--- src/rtl/uart_rx_engine.sv ---
// uart_rx_engine: 16x oversampling UART receiver that deframes 8 data bits with optional parity,
// pushes characters with error flags, and reports break and overrun events.
module uart_rx_engine (
  input  logic        clk_i,
  input  logic        rst_n_i,
  input  logic        rx_i,
  input  logic        enable_i,
  input  logic [15:0] divisor_i,
  input  logic        parity_en_i,
  input  logic        even_parity_i,
  input  logic        rx_full_i,
  output logic        rx_push_o,
  output logic [7:0]  rx_data_o,
  output logic        rx_perr_o,
  output logic        rx_ferr_o,
  output logic        break_o,
  output logic        rx_overrun_o,
  output logic        rx_busy_o
);
  typedef enum logic [2:0] {IDLE, START, DATA, PARITY, STOP, BRK_WAIT} state_t;
  state_t state, state_nx;
  logic        s1, rxs, rxs_d;
  logic [15:0] baud_cnt;
  logic [3:0]  os_cnt;
  logic [2:0]  bit_idx;
  logic [7:0]  shift;
  logic        par_en, par_even, par_bit, perr;
  logic        run, tick, fall, mid, last, is_break, frame_done;
  assign run        = (divisor_i != 16'd0) && !enable_i;
  assign tick       = (divisor_i != 16'd0) && (baud_cnt >= divisor_i);
  assign fall       = rxs_d && !rxs;
  assign mid        = tick && (os_cnt == 4'd7);
  assign last       = tick && (os_cnt == 4'd15);
  assign is_break   = (shift == 8'd0) && !rxs && !(par_en && par_bit);
  assign frame_done = run && (state == STOP) && last;
  assign rx_busy_o  = state != IDLE;
  always_ff @(posedge clk_i or negedge rst_n_i)
    if (!rst_n_i) {s1, rxs, rxs_d} <= 3'b111;
    else {s1, rxs, rxs_d} <= {rx_i, s1, rxs};
  always_ff @(posedge clk_i or negedge rst_n_i)
    if (!rst_n_i) baud_cnt <= 16'd1;
    else if (enable_i) baud_cnt <= 16'd1;
    else if (divisor_i != 16'd0) baud_cnt <= tick ? 16'd1 : baud_cnt + 16'd1;
  // os_cnt is realigned to the start edge and again to mid start bit
  always_ff @(posedge clk_i or negedge rst_n_i)
    if (!rst_n_i) os_cnt <= 4'd0;
    else if (enable_i || (state == IDLE && fall) || (state == START && mid)) os_cnt <= 4'd0;
    else if (tick) os_cnt <= os_cnt + 4'd1;
  always_ff @(posedge clk_i or negedge rst_n_i)
    if (!rst_n_i) state <= IDLE;
    else state <= state_nx;
  always_comb begin
    state_nx = state;
    if (!run) state_nx = IDLE;
    else
      case (state)
        IDLE:     state_nx = fall ? START : IDLE;
        START:    state_nx = mid ? (rxs ? IDLE : DATA) : START;
        DATA:     state_nx = (last && bit_idx == 3'd7) ? (par_en ? PARITY : STOP) : DATA;
        PARITY:   state_nx = last ? STOP : PARITY;
        STOP:     state_nx = last ? (is_break ? BRK_WAIT : IDLE) : STOP;
        BRK_WAIT: state_nx = rxs ? IDLE : BRK_WAIT;
        default:  state_nx = IDLE;
      endcase
  end
  always_ff @(posedge clk_i or negedge rst_n_i)
    if (!rst_n_i) begin
      bit_idx      <= 3'd0;
      shift        <= 8'd0;
      par_en       <= 1'b0;
      par_even     <= 1'b0;
      par_bit      <= 1'b0;
      perr         <= 1'b0;
      rx_push_o    <= 1'b0;
      rx_data_o    <= 8'd0;
      rx_perr_o    <= 1'b0;
      rx_ferr_o    <= 1'b0;
      break_o      <= 1'b0;
      rx_overrun_o <= 1'b0;
    end else begin
      rx_push_o    <= 1'b0;
      break_o      <= 1'b0;
      rx_overrun_o <= 1'b0;
      if (run && state == START && mid && !rxs) begin
        bit_idx  <= 3'd0;
        par_en   <= parity_en_i;
        par_even <= even_parity_i;
        par_bit  <= 1'b0;
        perr     <= 1'b0;
      end
      if (run && state == DATA && last) begin
        shift   <= {rxs, shift[7:1]};
        bit_idx <= bit_idx + 3'd1;
      end
      if (run && state == PARITY && last) begin
        par_bit <= rxs;
        perr    <= rxs ^ (par_even ? ^shift : ~^shift);
      end
      if (frame_done) begin
        if (is_break) break_o <= 1'b1;
        else if (rx_full_i) rx_overrun_o <= 1'b1;
        else begin
          rx_push_o <= 1'b1;
          rx_data_o <= shift;
          rx_perr_o <= perr;
          rx_ferr_o <= !rxs;
        end
      end
    end
endmodule

--- config.mk ---
export PLATFORM = sky130hd
export DESIGN_NAME = uart_rx_engine
export DESIGN_NICKNAME = d
export VERILOG_FILES = /design/src/rtl/uart_rx_engine.sv
export SDC_FILE = /design/constraint.sdc
export NUM_CORES = 1
export LEC_CHECK = 0
export BUFFER_PORTS_ARGS = -buffer_cell sky130_fd_sc_hd__buf_2
export CAP_MARGIN = 20
export CORE_MARGIN = 2
export CORE_UTILIZATION = 55
export DETAILED_ROUTE_END_ITERATION = 12
export PLACE_DENSITY = 0.81
export REMOVE_ABC_BUFFERS = 1
export SYNTH_ARGS = -nofsm -noshare
export SYNTH_HDL_FRONTEND = slang
export SYNTH_SLANG_ARGS = --single-unit
--- constraint.sdc ---
create_clock -name clk_i -period 6.92 [get_ports clk_i]
set_clock_uncertainty 0.1 [all_clocks]
set_input_delay 0.346 -clock clk_i [delete_from_list [all_inputs] [get_ports clk_i]]
set_output_delay 0.346 -clock clk_i [all_outputs]
set_load 0.03 [all_outputs]
==> metrics.md, run 1 <==
| Metric | Value |
|---|---|
| Most numerous cell in the Yosys netlist | `sky130_fd_sc_hd__dfrtp_1` |
| Yosys top cell by area | `sky130_fd_sc_hd__dfrtp_1` |
| Hold Vio Cnt, Final | `0` |
| Clock sinks | `between 50 and 60` |
| Internal Pwr Total | `0.4470 mW` |
| Maximum number of buffers from clock root to sink | `2` |
| Number of setup violations in the final report | `0` |
| Pre-Repair DR Iteration Count | `4` |
| DIE HEIGHT | `79.73 um` |
| Global route total overflow | `0` |
| Max-cap violation count | `0` |
| Critical path capture point type | `flop` |
| Switching fraction of total power | `23.85%` |
| Setup_tns | `0 ns` |
| Overall die width | `79.73 um` |
| DRC marker count from the first detailed-route iteration | `around 140` |
| Maximum number of pins on one net before global-route repair | `55` |
| First-pass GRT wire length | `11050 um` |
| Routability-driven placement congestion ratio | `0.9219` |
| Startpoint Class | `flop` |
| Post-route antenna net violation count | `0` |
| TritonCTS buffer count | `5` |
| Synthesized flop and latch total | `54` |
| Post-detailed-route via-to-cell ratio | `5.751` |
| Relative contribution of the clock network to total power | `a little under two fifths` |
| Met3 WL | `about 250 um` |
| Post-synthesis sequential area ratio | `a little over two fifths` |
| DP HPWL | `4694 um` |
| Metal2 WL | `3299 um` |
| Peak fanout along the critical path | `10` |
| Effective utilization at floorplan | `57.28%` |
| Buffers on Ports | `36` |
| CTS H-Tree Depth | `2` |
| Syn avg cell area | `approximately 10 um2` |
| Worst skew pair latency | `0.31 ns` |
| Combinational cell fraction of total power | `roughly 7.4%` |
| Vias post-DR | `between 2000 and 2500` |
| Family with the most delay on the worst path | `compound AO/OA/AOI/OAI gates` |
| Dominant synthesized flop cell | `sky130_fd_sc_hd__dfrtp_1` |
| DRC violation count after routing | `0` |
| Startpoint-to-endpoint class of the critical path | `flop to flop` |
| Yosys cell types | `47` |
| Post-synthesis cell area | `roughly 3200 um2` |
| Gate count after technology mapping | `313` |
| Share of post-route cells with drive strength above 1 | `19.49%` |
| Switching Power | `0.1400 mW` |
| Final number of max-transition violations | `0` |
| Dominant cells by area after synthesis | `sky130_fd_sc_hd__dfrtp_1 (40%), sky130_fd_sc_hd__ha_1 (9.5%), sky130_fd_sc_hd__mux2i_1 (5.7%), sky130_fd_sc_hd__mux2_4 (4.8%), sky130_fd_sc_hd__inv_1 (4.6%)` |
| Static leakage | `1.802 nW` |
| Critical path, cell by cell | `inv_1 -> ha_1 -> nand2b_1 -> a2111oi_0 -> nor3_2 -> o31ai_2 -> or4b_1 -> mux2_4` |
| Number of hold buffers added after cts | `0` |
| Number of synthesized flops with an enable pin | `0` |
| Number of nets in the layout | `400` |
| Root buf cell | `sky130_fd_sc_hd__clkbuf_8` |
| Standard-cell rows | `27` |
| Maximum clock frequency | `279.0 MHz` |
| Post-CTS setup buffers | `0` |
| Area enclosed by the die boundary | `between 6000 and 7000 um2` |
| Delay contributed by the slowest stage of the critical path | `0.62 ns` |
| Final period util | `51.80%` |
| Actual transition at the worst max-transition pin | `slightly below 0.9 ns` |
| FFs w/ async S/R, synth | `100.0%` |
| Hold Path Class | `input port to flop` |
| Resized Gates After CTS | `0` |
| Most common library cells after synthesis | `sky130_fd_sc_hd__dfrtp_1 (50), sky130_fd_sc_hd__inv_1 (39), sky130_fd_sc_hd__ha_1 (24), sky130_fd_sc_hd__nor2_1 (19), sky130_fd_sc_hd__mux2i_1 (18)` |
| Routed WL per cell | `15.00 um` |
| Aggregate global-route resource usage | `between 20% and 30%` |
| Post-Route M1 WL | `2756 um` |
| Final min period | `between 3 and 4 ns` |
| Share of the core filled with cells in the final layout | `64.49%` |
| Maximum vdd ir drop | `0.1084 mV` |
| Clock-pin slew of the registers on the worst-case setup and hold paths | `0.10 ns` |
| Via count of the first global-routing pass | `approximately 2400` |
| Worst Path Buf+Inv | `1` |
| CP required | `7.02 ns` |
| TritonCTS clock tree | `done` |
| Sum of routed wire length over all layers | `6391 um` |
| Warnings from Yosys | `0` |
| Io pins | `37` |
| Relative slew slack | `41.87%` |
| Syn-to-layout area delta | `12.57%` |
| Highest metal layer with signal wires | `met4` |
| Arrival time of the worst setup path | `3.68 ns` |
| CORE AREA | `between 5000 and 6000 um2` |
| Number of filler cells placed in the layout | `431` |
| Initial antenna violation count | `0` |
| Setup repair after global routing missed its margin | `no` |
| Result of the run | `complete, no violations` |
| Total power divided by cell area | `165.3 nW/um2` |
| Slowest stage cell on the critical path | `sky130_fd_sc_hd__o31ai_2` |
| Flop pwr share | `between 50% and 60%` |
| Antenna Diode Count | `0` |
| Area share of the leading cell type in the synthesized netlist | `39.67%` |
area by class of cell:
cell class | count | area [um2] | share of cell area [%]
clock inverters | 3 | 47.55 | 1.339
inverters | 39 | 146.4 | 4.123
multi-input cells | 213 | 1632 | 45.95
repair buffers | 40 | 210.2 | 5.920
flip-flops and latches | 54 | 1356 | 38.20
clock buffers | 5 | 68.82 | 1.938
well taps | 72 | 90.09 | 2.537
metrics by stage:
step                power (mW)  hold WS (ns)  setup WS [ns]  cell area, um2  cells
floorplan               0.3517      -0.04959          3.242            3119    306
global placement        0.3725        0.2481          3.521            3427    417
detailed placement      0.3740        0.2472          3.324            3427    417
CTS                     0.5921       0.01759          3.287            3543    425
global route            0.6107      0.008862          3.133            3551    426
finish                  0.5870       0.02353          3.336            3551    426
final timing paths:
check                       startpoint      endpoint  slack, ns  depth (start not counted)
max                        baud_cnt[0]  rx_data_o[2]       3.34                          8
min                               rx_i            s1       0.02                          1
max reg2reg                baud_cnt[0]  rx_data_o[2]       3.34                          8
min reg2reg                         s1           rxs       0.26                          0
max in group asynchronous      rst_n_i    bit_idx[0]       6.22                          2
min in group asynchronous      rst_n_i      state[2]       0.05                          2
cells in the final DEF, fill, tap and decap left out, drive strengths merged, types with 2 or more instances in the layout:
cell type,count
a21o,6
a21oi,13
a22o,6
a31oi,2
and2,2
and3,6
buf,40
clkbuf,5
dfrtp,50
dfstp,4
ha,24
inv,40
mux2,13
mux2i,18
nand2,16
nand2b,6
nand3,15
nand4,4
nor2,19
nor3,5
nor4,9
o211ai,2
o21ai,12
o21bai,2
o31ai,3
or3,5
xnor2,8
xor2,2
sequential cells by signal, indices dropped and copies added (netlist names), 3 cells and up:
register / cells
baud_cnt: 16
rx_data_o: 8
shift: 8
os_cnt: 4
bit_idx: 3
state: 3
cells by family after synthesis:
family                   Yosys count  synth area share [%]
flip-flops                        54                 43.00
adder cells (fa/ha/maj)           24                 9.520
XOR/XNOR                          10                 2.777
AND/OR/NAND/NOR                   93                 15.59
buffers and inverters             46                 5.752
AO/OA/AOI/OAI                     55                 11.82
multiplexers                      31                 11.54
metal layers:
layer  global-route usage [%]  vias to the layer above
met3                    3.507                       11
met1                    27.23                     1183
met2                    39.58                       65
met4                    6.610                        0
met5                        0                        -
li1                         -                     1191
power by group through the flow:
| stage | clock, mW | sequential, mW | combinational (mW) |
|---|---|---|---|
| after detailed placement | 0 | 0.330 | 0.0438 |
| after floorplan | 0 | 0.329 | 0.0228 |
| final | 0.219 | 0.324 | 0.0435 |
| after CTS | 0.224 | 0.324 | 0.0442 |
| after global routing | 0.236 | 0.325 | 0.0500 |
| after global placement | 0 | 0.330 | 0.0425 |
Note: power is estimated with default switching activity, not from simulation.
==> run 2: changes to the inputs <==
--- a/config.mk
+++ b/config.mk
@@ -5,6 +5,7 @@
 export SDC_FILE = /design/constraint.sdc
 export NUM_CORES = 1
 export LEC_CHECK = 0
+export ABC_AREA = 1
 export BUFFER_PORTS_ARGS = -buffer_cell sky130_fd_sc_hd__buf_2
 export CAP_MARGIN = 20
 export CORE_MARGIN = 2
==> constraint.sdc (replaced) <==
create_clock -name clk_i -period 3.43 [get_ports clk_i]
set_clock_uncertainty 0.1 [all_clocks]
set_input_delay 0.1715 -clock clk_i [delete_from_list [all_inputs] [get_ports clk_i]]
set_output_delay 0.1715 -clock clk_i [all_outputs]
set_load 0.03 [all_outputs]
==> metrics.md, run 2 <==
| Metric | Value |
|---|---|
| Synth Area in Simple Gates | `26.00% (+10 points)` |
| Worst setup slack before clock tree synthesis | `1.049 ns (-2.276 ns)` |
| Overall die width | `80.11 um (+0.47%)` |
| CORE AREA | `5540 um2 (+0.61%)` |
| CP required | `3.53 ns (-3.49 ns)` |
| DRC violation count after routing | `0 (unchanged)` |
| Clock-pin slew of the registers on the worst-case setup and hold paths | `0.09 ns (about the same)` |
| Number of nets in the layout | `470 (+18%)` |
| Most common cell after layout, fill and taps aside | `sky130_fd_sc_hd__nand2_1` |
| Fin worst setup slack | `1.055 ns (-2.280 ns)` |
| Number of setup violations in the final report | `0 (unchanged)` |
| Number of synthesized flops with an enable pin | `0 (unchanged)` |
| Delay contributed by the slowest stage of the critical path | `0.55 ns (-0.07 ns)` |
| Main combinational cell family by area after synthesis | `simple AND/OR/NAND/NOR gates` |
| Maximum clock frequency | `421.1 MHz (+51%)` |
| Total power divided by cell area | `327.1 nW/um2 (+98%)` |
| Startpoint Class | `flop` |
| Setup repair after global routing missed its margin | `no` |
| DIE HEIGHT | `80.11 um (+0.47%)` |
| Critical path capture point type | `flop` |
| Routability-driven placement congestion ratio | `0.8828 (-4.2%)` |
| Post-route antenna net violation count | `0 (unchanged)` |
| Maximum number of pins on one net before global-route repair | `35 (-36%)` |
| Destination of the worst register-to-register timing path | `bit_idx[2]` |
| Max FFs per register | `16 (unchanged)` |
| Peak fanout along the critical path | `20 (+10)` |
| Number of cells traversed by the worst hold path | `3 (+2)` |
| Hold Path Class | `input port to flop` |
| TritonCTS buffer count | `5 (unchanged)` |
| Buffers on Ports | `36 (unchanged)` |
| Post-synthesis cell area | `3186 um2 (+0.99%)` |
| Sum of routed wire length over all layers | `6486 um (+1.5%)` |
| Most numerous cell in the Yosys netlist | `sky130_fd_sc_hd__nand2_1` |
| Resized Gates After CTS | `0 (unchanged)` |
| Standard-cell rows | `27 (unchanged)` |
| Global route total overflow | `0 (unchanged)` |
| Relative slew slack | `58.49% (+17 points)` |
| Warnings from Yosys | `0 (unchanged)` |
| Highest metal layer with signal wires | `met4` |
| Syn-to-layout area delta | `12.73%` |
| Post-synthesis sequential area ratio | `42.58% (-0.42 points)` |
| Worst Min Path Start | `enable_i` |
| Actual transition at the worst max-transition pin | `0.6179 ns (-0.2467 ns)` |
| Share of post-route cells with drive strength above 1 | `20.28% (+0.79 points)` |
| Final period util | `69.23% (+17 points)` |
| Sequential standard cell area | `1356 um2 (unchanged)` |
| Destination of the worst hold path | `baud_cnt[0]` |
| FFs w/ async S/R, synth | `100.0% (unchanged)` |
| Registers with the most flip-flops | `baud_cnt (16), rx_data_o (8), shift (8)` |
| Setup_tns | `0 ns (unchanged)` |
| Final number of max-transition violations | `0 (unchanged)` |
| Antenna Diode Count | `0 (unchanged)` |
| Yosys top cell by area | `sky130_fd_sc_hd__dfrtp_1` |
| Hold Vio Cnt, Final | `0 (unchanged)` |
| Slowest stage cell on the critical path | `sky130_fd_sc_hd__dfstp_2` |
| Slack of the worst reg-to-reg path | `1.06 ns (-2.28 ns)` |
| Clock sinks | `54 (unchanged)` |
| Area of combinational cells with multiple inputs | `1585 um2 (-2.8%)` |
| Area share of the leading cell type in the synthesized netlist | `39.28% (-0.39 points)` |
| Number of filler cells placed in the layout | `483 (+12%)` |
| Complex-gate fraction of the synthesized area | `11.31% (-0.51 points)` |
| Yosys cell types | `34 (-28%)` |
| Met3 WL | `250 um (+0.40%)` |
| First-pass GRT wire length | `11120 um (+0.62%)` |
| Gate count after technology mapping | `377 (+20%)` |
| Initial antenna violation count | `0 (unchanged)` |
| Maximum number of buffers from clock root to sink | `2 (unchanged)` |
| CTS H-Tree Depth | `2 (unchanged)` |
| Multiplexer share of the synthesized area | `0% (-12 points)` |
| Maximum vdd ir drop | `0.2243 mV (+110%)` |
| Final min period | `2.375 ns (-1.210 ns)` |
| Metal2 WL | `3189 um (-3.3%)` |
| Critical path, cell by cell | `inv_1 -> ha_1 -> nand2_1 -> nor2_1 -> nor2_1 -> nand2_1 -> nand2_1 -> nand2_2 -> nand2_2 -> nand2_4 -> nand3_4 -> nor2_4 -> nand2_2 -> nand3_1 -> nand2_1` |
| Worst skew pair latency | `0.32 ns (about the same)` |
| Synthesized flop and latch total | `54 (unchanged)` |
| Root buf cell | `sky130_fd_sc_hd__clkbuf_8` |
| Static leakage | `1.816 nW (+0.76%)` |
| Most common library cells after synthesis | `sky130_fd_sc_hd__nand2_1 (75), sky130_fd_sc_hd__inv_1 (52), sky130_fd_sc_hd__dfrtp_1 (50), sky130_fd_sc_hd__nor2_1 (31), sky130_fd_sc_hd__ha_1 (24)` |
| Effective utilization at floorplan | `57.50% (+0.22 points)` |
| Fraction of the mapped netlist area in adder cells | `9.427% (-0.093 points)` |
| DP HPWL | `4873 um (+3.8%)` |
| Xor/xnor cell area share of the yosys netlist | `3.024% (+0.25 points)` |
| Launching point of the worst reg2reg path | `baud_cnt[0]` |
| DRC marker count from the first detailed-route iteration | `256 (+88%)` |
| Area enclosed by the die boundary | `6417 um2 (+0.94%)` |
| Post-Route M1 WL | `2946 um (+6.9%)` |
| Aggregate global-route resource usage | `22.29% (+0.24 points)` |
| Number of cells on the worst reg-to-reg path | `15 (+7)` |
| Arrival time of the worst setup path | `2.48 ns (-1.20 ns)` |
| Routed WL per cell | `13.08 um (-13%)` |
| Vias post-DR | `2612 (+6.6%)` |
| Dominant synthesized flop cell | `sky130_fd_sc_hd__dfrtp_1` |
| Top library cells by usage in the layout, fill and taps aside | `sky130_fd_sc_hd__nand2_1 (75), sky130_fd_sc_hd__inv_1 (52), sky130_fd_sc_hd__dfrtp_1 (50)` |
| TritonCTS clock tree | `done` |
| Startpoint-to-endpoint class of the critical path | `flop to flop` |
| Io pins | `37 (unchanged)` |
| Dominant cells by area after synthesis | `sky130_fd_sc_hd__dfrtp_1 (39%), sky130_fd_sc_hd__ha_1 (9.4%), sky130_fd_sc_hd__nand2_1 (8.8%), sky130_fd_sc_hd__inv_1 (6.1%), sky130_fd_sc_hd__nor2_1 (3.7%)` |
| Result of the run | `complete, no violations` |
| Syn avg cell area | `8.450 um2 (-16%)` |
| Pre-Repair DR Iteration Count | `4 (unchanged)` |
| Largest register by flop count | `baud_cnt` |
| Max-cap violation count | `0 (unchanged)` |
| Crit path top cell by count | `sky130_fd_sc_hd__nand2_1` |
| Post-detailed-route via-to-cell ratio | `5.266 (-8.4%)` |
| Via count of the first global-routing pass | `2559 (+5.3%)` |
run 2: cell types whose count changed in the layout (fill, tap and decap cells not counted), moves of 8 or more:
| cell | change |
|---|---|
| sky130_fd_sc_hd__inv_1 | +13 |
| sky130_fd_sc_hd__mux2_4 | -10 |
| sky130_fd_sc_hd__mux2i_1 | -18 |
| sky130_fd_sc_hd__nand2_1 | +59 |
| sky130_fd_sc_hd__nand3_1 | +8 |
| sky130_fd_sc_hd__nand4_1 | +10 |
| sky130_fd_sc_hd__nor2_1 | +12 |
| sky130_fd_sc_hd__o21ai_1 | +10 |
| sky130_fd_sc_hd__o21ai_2 | +12 |
run 2: how the worst max path moves through the flow:
stage / start / end / slack [ns] / cells after the start
final: baud_cnt[0] / bit_idx[2] / 1.06 / 15
after global routing: baud_cnt[0] / shift[2] / 0.81 / 15
after CTS: baud_cnt[0] / bit_idx[2] / 1.04 / 15
after detailed placement: baud_cnt[0] / shift[2] / 1.05 / 15
after global placement: baud_cnt[0] / bit_idx[0] / 1.15 / 15
after floorplan: baud_cnt[0] / bit_idx[0] / 1.28 / 15
run 2: layout make-up:
| class | instances | area share [%] |
|---|---|---|
| inverter | 56 | 5.854 |
| sequential | 54 | 37.77 |
| clock buffer | 6 | 2.021 |
| timing repair buffer | 42 | 6.620 |
| multi-input combinational | 264 | 44.15 |
| clock inverter | 2 | 1.080 |
| tap | 72 | 2.509 |
run 2: stage by stage:
step / power, mW / instance area (um2) / std cells / hold slack [ns] / utilization (%)
after global placement: 0.7525 / 3430 / 483 / 0.04622 / 61.90
final: 1.175 / 3591 / 496 / 0.07531 / 64.81
after CTS: 1.182 / 3591 / 496 / 0.08167 / 64.81
after floorplan: 0.7157 / 3152 / 374 / -0.2241 / -
after detailed placement: 0.7562 / 3430 / 483 / 0.05151 / 61.90
after global routing: 1.221 / 3591 / 496 / 0.09805 / 64.81
run 2: cell families after synthesis:
family	Yosys count
AO/OA/AOI/OAI	58
buffers and inverters	59
AND/OR/NAND/NOR	171
flip-flops	54
adder cells (fa/ha/maj)	24
XOR/XNOR	11
run 2: timing repair:
item                                   in CTS  in global routing
hold buffers                                5                  0
setup buffers                               0                  0
endpoints found under the hold margin      21                  0
run 2: power by group:
part           total, mW  switching (mW)  internal, mW
clock              0.427           0.208         0.219
combinational     0.0956          0.0582        0.0374
sequential         0.652         0.00735         0.645
run 2: worst max-delay path, delay by kind of cell, from the launching register on:
kind | cells | cell delay [ns]
buffers and inverters | 1 | 0.06
flip-flops | 1 | 0.55
AND/OR/NAND/NOR | 13 | 1.27
adder cells (fa/ha/maj) | 1 | 0.27
run 2: layer usage:
| layer | global-route usage, % | vias up |
|---|---|---|
| met4 | 6.780 | 0 |
| met1 | 28.37 | 1203 |
| met3 | 3.933 | 10 |
| met5 | 0 | - |
| met2 | 38.75 | 66 |
| li1 | - | 1333 |
